### src/rtl/mem_wb_pipe_stage.sv
// MEM->WB stage: 2-entry skid buffer, flush, 1-cycle latency; in_ready = !skid_valid (registered).
// Define MEM_WB_FWD_EN to expose combinational forwarding taps (fwd_valid/fwd_rd/fwd_data) from the main reg.
module mem_wb_pipe_stage #(
  parameter int               OPC_W    = 4,
  parameter int               ALU_W    = 16,
  parameter int               MEM_W    = 20,
  parameter int               RD_W     = 3,
  parameter logic [OPC_W-1:0] LOAD_OPC = 4'b0010
) (
  input  logic             clock,
  input  logic             reset,
  input  logic             flush,
  input  logic             in_valid,
  output logic             in_ready,
  input  logic [OPC_W-1:0] in_opcode,
  input  logic [ALU_W-1:0] in_alu,
  input  logic [MEM_W-1:0] in_mem,
  input  logic [RD_W-1:0]  in_rd,
  input  logic             in_regwrite,
  output logic             out_valid,
  input  logic             out_ready,
  output logic [OPC_W-1:0] out_opcode,
  output logic [RD_W-1:0]  out_rd,
  output logic             out_regwrite,
  output logic [MEM_W-1:0] wb_data
`ifdef MEM_WB_FWD_EN
  ,
  output logic             fwd_valid,
  output logic [RD_W-1:0]  fwd_rd,
  output logic [MEM_W-1:0] fwd_data
`endif
);

  typedef struct packed {
    logic [OPC_W-1:0] opcode;
    logic [RD_W-1:0]  rd;
    logic             regwrite;
    logic [MEM_W-1:0] wb;
  } entry_t;

  entry_t main_q, skid_q, in_ent;
  logic   main_valid, skid_valid;
  logic   accept, drain;

  // Writeback source is resolved here so WB only ever sees one data word.
  always_comb begin
    in_ent          = '0;
    in_ent.opcode   = in_opcode;
    in_ent.rd       = in_rd;
    in_ent.regwrite = in_regwrite;
    in_ent.wb       = (in_opcode == LOAD_OPC) ? in_mem : MEM_W'(in_alu);
  end

  assign in_ready = !skid_valid;
  assign accept   = in_valid & in_ready;
  assign drain    = main_valid & out_ready;

  always_ff @(posedge clock) begin
    if (reset) begin
      main_valid <= 1'b0;
      skid_valid <= 1'b0;
      main_q     <= '0;
      skid_q     <= '0;
    end else if (flush) begin
      main_valid <= 1'b0;
      skid_valid <= 1'b0;
    end else if (skid_valid) begin
      // in_ready is low here, so no new entry can arrive this cycle.
      if (drain) begin
        main_q     <= skid_q;
        skid_valid <= 1'b0;
      end
    end else if (!main_valid || drain) begin
      main_valid <= accept;
      if (accept) main_q <= in_ent;
    end else if (accept) begin
      skid_q     <= in_ent;
      skid_valid <= 1'b1;
    end
  end

  assign out_valid    = main_valid;
  assign out_opcode   = main_q.opcode;
  assign out_rd       = main_q.rd;
  assign out_regwrite = main_valid & main_q.regwrite;
  assign wb_data      = main_q.wb;

`ifdef MEM_WB_FWD_EN
  assign fwd_valid = out_valid & out_regwrite;
  assign fwd_rd    = main_q.rd;
  assign fwd_data  = main_q.wb;
`endif

endmodule

### config.mk
export PLATFORM = sky130hd
export DESIGN_NAME = mem_wb_pipe_stage
export DESIGN_NICKNAME = d
export VERILOG_FILES = /design/src/rtl/mem_wb_pipe_stage.sv
export SDC_FILE = /design/constraint.sdc
export NUM_CORES = 1
export LEC_CHECK = 0
export CAP_MARGIN = 20
export CELL_PAD_IN_SITES_DETAIL_PLACEMENT = 1
export CELL_PAD_IN_SITES_GLOBAL_PLACEMENT = 2
export CORE_MARGIN = 2
export CORE_UTILIZATION = 30
export CTS_BUF_LIST = sky130_fd_sc_hd__clkbuf_8
export CTS_CLUSTER_DIAMETER = 30
export CTS_CLUSTER_SIZE = 10
export DETAILED_ROUTE_END_ITERATION = 16
export GPL_ROUTABILITY_DRIVEN = 0
export PLACE_DENSITY = 0.92
export SETUP_SLACK_MARGIN = 0.2
export SLEW_MARGIN = 20
export SYNTH_ARGS = -nofsm -noshare
export SYNTH_HDL_FRONTEND = slang
export SYNTH_SLANG_ARGS = --single-unit
### constraint.sdc
create_clock -name clock -period 3.45 [get_ports clock]
set_input_delay 0.5175 -clock clock [delete_from_list [all_inputs] [get_ports clock]]
set_output_delay 0.5175 -clock clock [all_outputs]
set_load 0.01 [all_outputs]
# Word-level counts from Yosys, hierarchy flattened
# Index checks and enable logic that the tools add are counted.
# Widths: inputs -> output; s select.
[op_classes]
n_addsub = 0
n_mul = 0
div = 0
magnitude_cmp = 0
n_eq_ne = 2
shifts = 0
n_mux = 9
bitwise_logic = 6
n_reduce_logical = 9
[ops]
columns = ["cell", "n"]
rows = [
  ["$mux 28", 4],
  ["$mux 20", 1],
  ["$reduce_and 4->1", 2],
  ["$eq 4x2->1 const B", 1],
  ["$mux 1", 4],
  ["$reduce_bool 2->1", 2],
  ["$and 1x1->1", 3],
  ["$not 1->1", 3],
  ["$logic_not 1->1", 2],
  ["$ne 2x1->1 const B", 1],
  ["$reduce_and 2->1", 1],
  ["$reduce_or 2->1", 1],
  ["$logic_or 1x1->1", 1],
]
[word_totals]
regBits = 58
latch_bits = 0
mem_bits_rw = 0
romBits = 0
input_bits = 49
output_inout_bits = 30
word_cells = 36
mem_count = 0

# Depth between registers and ports, before layout
# Gate-level depths: netlist (run 1).
[depth]
word_depth = 5
mapped_depth = 6

# Worst setup path before layout (run 1)
# Ideal clock, no wire load.
[synth_timing]
kind = "input to register"
startpoint = "input port in_opcode[3]"
endpoint = "register main_q, in the netlist wb_data[10]"
setup_time_ns = 0.144
t_arrival_ns = 1.568
required_time_ns = 3.306
path_slack_ns = 1.739
stages = 4
path_buffers = 1
cell_sequence = "nor4b_4 buf_8 mux2i_1 o221ai_1"
[synth_between]
elab_chain_len = 5
[synth_rtl]
columns = ["item", "line_no", "rtl"]
rows = [
  ["start: declaration", "15", "input logic [OPC_W-1:0] in_opcode,"],
  ["$eq 4x2->1", "51", "in_ent.wb = (in_opcode == LOAD_OPC) ? in_mem : MEM_W'(in_alu);"],
  ["$mux 20", "51", ""],
  ["$mux 28", "75", "if (accept) main_q <= in_ent;"],
  ["$mux 28", "73", "end else if (!main_valid || drain) begin"],
  ["$mux 28", "67", "end else if (skid_valid) begin"],
  ["end signal: assignment", "70", "main_q <= skid_q;"],
  ["end signal: assignment", "75", ""],
  ["end: declaration", "41", "entry_t main_q, skid_q, in_ent;"],
]
# Every way passes these cells. The select of a mux whose other input is x is not followed.
# A chain may end at the register's enable or synchronous reset.

# Final worst setup path (run 1)
[layout_timing]
startpoint = "register skid_valid"
endpoint = "output port in_ready"
[layout_between]
elab_chain_len = 1
[layout_rtl]
columns = ["item", "line_no", "rtl"]
rows = [
  ["start: declaration", "42", "logic main_valid, skid_valid;"],
  ["start signal: assignment", "61", "skid_valid <= 1'b0;"],
  ["start signal: assignment", "66", "skid_valid <= 1'b0;"],
  ["start signal: assignment", "71", "skid_valid <= 1'b0;"],
  ["$logic_not 1->1", "54", "assign in_ready = !skid_valid;"],
  ["end: declaration", "14", "output logic in_ready,"],
]
# Every way passes these cells.

==> flow_summary.yaml, run 1 <==
critical_path:
  critPathKind: "flip-flop to output port"
  arrival_ps: 2150
  timing.rr.start: "skid_valid$_SDFF_PP0_"
  path_buf_inv: 2
  cp.required_ps: 2930
  startpoint_type: "flip-flop"
  worstPathCellList: "inv_1 -> clkdlybuf4s50_1"
  cp-end-kind: "output port"
  crit_family: "buffers and inverters"
  cp_slowest_cell: "dfxtp_1"
  path_max_fanout: 20
  reg2reg_slack_ps: 1090
  cpPeakStageDelay_ps: 900
  rr_worst_depth: 4
  r2r_end: "main_q[20]$_SDFFE_PP0P_"
pwr:
  ir_worst_vdd_mv: 0.205
  powerDensity_mw_per_mm2: 412
  p_leak_nw: 1.12
  power_frac_seq_pct: 46.3
  power_frac_comb_pct: 14.7
  p_clk_share_pct: 39.0
  p_sw_mw: 0.400
  power_mw: 1.53
  p_int_mw: 1.13
  p_sw_share_pct: 26.1
yosys:
  synth_cell_types: 30
  yosys_warnings: 0
  synth-async-reset-ratio_pct: 0
  netlist_area_mm2: 0.00287
  synth_cells: 312
  avgSynthCellArea_um2: 9.18
  ys.flop_type: "dfxtp_1"
  synth_edf_count: 0
  synth_seq_cells: 58
  synthesis.nets: 361
  ys_seq_area_share_pct: 40.5
min_path:
  min_from: "skid_q[17]$_SDFFE_PP0P_"
  whs_path_depth: 2
  min_path_type: "flip-flop to flip-flop"
  min_to: "skid_q[17]$_SDFFE_PP0P_"
cells_and_area:
  drive_gt1_share_pct: 8.19
  multi_input_area_mm2: 0.00135
  synthToLayoutAreaGrowth_pct: 29.9
  seq_area_mm2: 0.00116
  nets: 398
  final_area_mm2: 0.00372
  utilization_pct: 40.3
  layout_commonest_cell: "clkdlybuf4s50_1"
  final_cell_mix: "clkdlybuf4s50_1 (78), dfxtp_1 (58), nand3_1 (29), a21oi_1 (29)"
  num_antenna_cells: 0
  nFillCells: 1058
timing:
  max_slew_margin_pct: 39.1
  post-route-period-util_pct: 77.3
  report.final.slew_viol_count: 0
  finalClockSkew_ps: 7.19
  fmax_ghz: 0.375
  rsz0062_at_grt: "false"
  worst_pin_slew_ps: 912
  setup_viol: 0
  fin_crit_ps: 2670
  final_hold_viol_count: 0
  setup_tns_ps: 0
global_routing:
  grt_max_degree: 44
  antenna_found_initial: 0
  top_usage_layer: "met2"
  grt_usage_pct: 17.4
  use_met2_pct: 26.9
  grt_overflow: 0
  gr-usage-met1_pct: 23.4
  grt.met3_usage_pct: 4.97
  grt_pass1_vias: 2573
  grt_pass1_wl_mm: 13.9
die:
  io_pins: 79
  fp.coreArea_mm2: 0.00924
  die_h_um: 102
  die_area_mm2: 0.0103
  start_util_pct: 31.0
  num_rows: 35
  die_x_um: 102
clocking:
  cts_htree_levels: 3
  cts-buffers-inserted: 9
  clkSinkCount: 58
  cts_root_buf: "clkbuf_8"
  cts_resized: 0
  clkSlewWorstSetupHoldPaths_ps: 60
  clkLatencyLatePin_ps: 340
  cts_max_path_buffers: 2
  cts_setup_buffers: 0
  hold_buffers: 0
  cts_tree: "built"
job:
  maxCapViolCount: 0
placement:
  dpl_cell_area_mm2: 0.00353
  hpwl_mm: 5.83
  portBuffers: 78
detailed_routing:
  drt_iter0_drc: 97
  wire_per_inst_um: 18.3
  dr.pass1.iters: 4
  viasPerCell: 5.46
  vias: 2635
  antenna_left: 0
  drt-total-wl_mm: 8.86
  post-route-drc-count: 0
outcome:
  status: "finished, final reports clean"
-- worst max-delay path by stage --
stage	start	end	slack (ps)	cells past startpoint
finish	skid_valid$_SDFF_PP0_	in_ready	780	2
global route	skid_valid$_SDFF_PP0_	in_ready	680	2
CTS	skid_valid$_SDFF_PP0_	in_ready	770	2
detailed placement	out_ready	wb_data[4]$_SDFFE_PP0P_	750	4
global placement	out_ready	wb_data[13]$_SDFFE_PP0P_	800	4
floorplan	in_opcode[3]	wb_data[10]$_SDFFE_PP0P_	1740	4
-- through the flow --
stage,cells,hold slack (ps),worst slack (ps)
6_report,483,479,782
3_5_place_dp,467,471,752
5_1_grt,483,500,677
3_3_place_gp,467,459,801
2_1_floorplan,312,450,1740
4_1_cts,483,480,774
-- layer usage --
layer / vias to the layer above / wire [µm]
met1: 1289 / 4040
li1: 1256 / -
met3: 15 / 522
met2: 75 / 4130
met4: 0 / 159
met5: - / 0
-- synth_stat cells, types with 2 or more instances --
| master | count | area (µm²) |
|---|---|---|
| nand4_1 | 5 | 31.3 |
| a311oi_1 | 4 | 35.0 |
| o21ai_0 | 12 | 60.1 |
| nand2b_1 | 2 | 12.5 |
| a211oi_1 | 24 | 180 |
| buf_2 | 9 | 45.0 |
| nand2_1 | 4 | 15.0 |
| a21oi_1 | 29 | 145 |
| nor2_1 | 2 | 7.51 |
| buf_4 | 27 | 203 |
| a31oi_1 | 12 | 75.1 |
| inv_1 | 2 | 7.51 |
| mux2i_1 | 25 | 250 |
| nand3_1 | 29 | 145 |
| nor3_1 | 2 | 10.0 |
| clkbuf_1 | 23 | 86.3 |
| dfxtp_1 | 58 | 1160 |
| o221ai_1 | 16 | 140 |
| o311ai_0 | 16 | 140 |
-- cells by family (layout without fill, tap and decap cells) --
group / Yosys count / after routing / share of synthesized area, %
flip-flops: 58 / 58 / 40.5
AO/OA/AOI/OAI: 115 / 115 / 27.6
buffers and inverters: 64 / 106 / 13.0
multiplexers: 26 / 26 / 9.13
AND/OR/NAND/NOR: 49 / 49 / 9.74
-- tightest hold or removal path, cell delays in order (launching register included) --
cell	delay (ps)
dfxtp_1	310
o21ai_0	60
a21oi_1	60
-- sequential cells by signal (all words and copies together), names as in the netlist --
register and cells:
main_q 1, skid_q 28, skid_valid 1, out_valid 1
out_opcode 4, out_rd 3, wb_data 20
-- layout make-up --
type                    count  share of cell area [%]
multi-input cells         190                    36.4
flip-flops and latches     58                    31.2
repair buffers             87                    22.8
well taps                 129                    4.34
clock buffers               9                    3.33
clock inverters             7                    1.65
inverters                   3                   0.303
-- power by group through the flow --
stage	Clock, mW	Sequential [mW]	Combinational (mW)
4_1_cts	0.608	0.710	0.227
6_report	0.599	0.710	0.226
3_3_place_gp	0	0.724	0.221
5_1_grt	0.644	0.712	0.243
3_5_place_dp	0	0.725	0.225
2_1_floorplan	0	0.717	0.125
No activity file was read; power rests on OpenSTA's default activity.
==> run 2, diff against run 1 <==
- CORE_UTILIZATION: 30 -> 29
- PLACE_DENSITY: 0.92 -> 0.9
- clock period: 3.45 -> 2.6 ns (I/O delays scaled with it)
==> run 2 against run 1 <==
Largest cell class unchanged; clock skew rose by 0.58 ps; sequential share of layout area is 1.0 points lower; worst setup slack got worse by 250 ps; critical path depth unchanged; highest routed layer unchanged.
==> flow_summary.yaml, run 2 (same netlist as run 1, synthesis figures left out) <==
outcome:
  status: "finished, final reports clean"
timing:
  worst_pin_slew_ps: 892
  post-route-period-util_pct: 79.7
  setup_tns_ps: 0
  max_slew_margin_pct: 40.4
  finalClockSkew_ps: 7.77
  report.final.slew_viol_count: 0
  fin_crit_ps: 2070
  final_hold_viol_count: 0
  setup_ws_ps: 527
  fmax_ghz: 0.482
  setup_viol: 0
  rsz0062_at_grt: "false"
die:
  start_util_pct: 29.6
  die_x_um: 103
  fp.coreArea_mm2: 0.00968
  die_area_mm2: 0.0107
  num_rows: 36
  io_pins: 79
  die_h_um: 103
critical_path:
  reg2reg_slack_ps: 730
  cp-end-kind: "output port"
  rr_worst_depth: 4
  startpoint_type: "flip-flop"
  cp.required_ps: 2210
  timing.rr.start: "out_valid$_SDFFE_PP0P_"
  r2r_end: "wb_data[17]$_SDFFE_PP0P_"
  path_max_fanout: 9
  critPathKind: "flip-flop to output port"
  arrival_ps: 1680
cells_and_area:
  layout_commonest_cell: "clkdlybuf4s50_1"
  nets: 406
  drive_gt1_share_pct: 9.67
  regMostFlops: "skid_q"
  largest_reg_flops: 28
  num_antenna_cells: 0
  synthToLayoutAreaGrowth_pct: 34.1
  final_cell_mix: "clkdlybuf4s50_1 (78), dfxtp_1 (58), nand3_1 (29), a21oi_1 (29), mux2i_1 (25)"
detailed_routing:
  vias: 2659
  viasPerCell: 5.37
  drt-total-wl_mm: 9.05
  antenna_left: 0
  dr.pass1.iters: 4
  drt_iter0_drc: 199
  wire_per_inst_um: 18.3
  post-route-drc-count: 0
global_routing:
  grt_overflow: 0
  antenna_found_initial: 0
  grt_usage_pct: 17.2
  grt_max_degree: 43
  grt_pass1_wl_mm: 14.1
  grt_pass1_vias: 2709
clocking:
  cts_tree: "built"
  cts_htree_levels: 3
  cts_max_path_buffers: 2
  cts_resized: 0
  cts_setup_buffers: 0
  clkSlewWorstSetupHoldPaths_ps: 70
  cts_root_buf: "clkbuf_8"
  clkLatencyLatePin_ps: 340
  clkSinkCount: 58
  hold_buffers: 0
  cts-buffers-inserted: 9
pwr:
  powerDensity_mw_per_mm2: 582
  p_leak_nw: 1.18
  power_mw: 2.24
  ir_worst_vdd_mv: 0.200
job:
  maxCapViolCount: 0
min_path:
  min_from: "skid_q[16]$_SDFFE_PP0P_"
  min_path_type: "flip-flop to flip-flop"
  whs_path_depth: 2
  min_to: "wb_data[16]$_SDFFE_PP0P_"
placement:
  portBuffers: 78
  pre_cts_ws_ps: 124
  hpwl_mm: 5.87
-- run 2: changes by cell type in the layout (fill, tap and decap cells not counted), sizes merged --
cell    delta
buf        +8
clkinv     -3
bufinv     +2
inv        +1
-- run 2: how the worst max path moves through the flow --
stage,from,to,cells past startpoint
2_1_floorplan,in_opcode[3],wb_data[10]$_SDFFE_PP0P_,4
3_3_place_gp,out_ready,wb_data[19]$_SDFFE_PP0P_,5
3_5_place_dp,out_ready,wb_data[18]$_SDFFE_PP0P_,5
4_1_cts,out_valid$_SDFFE_PP0P_,wb_data[17]$_SDFFE_PP0P_,4
5_1_grt,skid_valid$_SDFF_PP0_,in_ready,2
6_report,skid_valid$_SDFF_PP0_,in_ready,2
-- run 2: through the flow --
stage | utilization (%) | instance area (µm²) | hold slack, ps | std cells
2_1_floorplan | - | 2870 | 450 | 312
3_3_place_gp | 37.2 | 3610 | 459 | 479
3_5_place_dp | 37.2 | 3610 | 469 | 479
4_1_cts | 39.7 | 3840 | 478 | 495
5_1_grt | 39.7 | 3840 | 495 | 495
6_report | 39.7 | 3840 | 480 | 495
-- run 2: cell type report --
class | instances | area [µm²]
fillers | 1111 | 5840
multi-input cells | 190 | 1350
flip-flops and latches | 58 | 1160
repair buffers | 95 | 921
well taps | 133 | 166
clock buffers | 9 | 124
clock inverters | 7 | 110
inverters | 3 | 11.3
-- run 2: power by group --
part	internal [mW]	switching, mW
Combinational	0.160	0.150
Sequential	0.920	0.0196
Clock	0.628	0.360
Total	1.71	0.530
-- run 2: worst max-delay path: stages, from the launching register on --
cell	delay, ps
dfxtp_1	590
inv_1	220
clkdlybuf4s50_1	540
-- run 2: metal layers --
metal  track usage [%]  routed length, µm  vias to the layer above
met5                 0                  0                        -
met4              6.58                102                        0
met3              3.90                531                       10
met2              27.1               4270                       78
met1              23.1               4140                     1298
li1                  -                  -                     1273
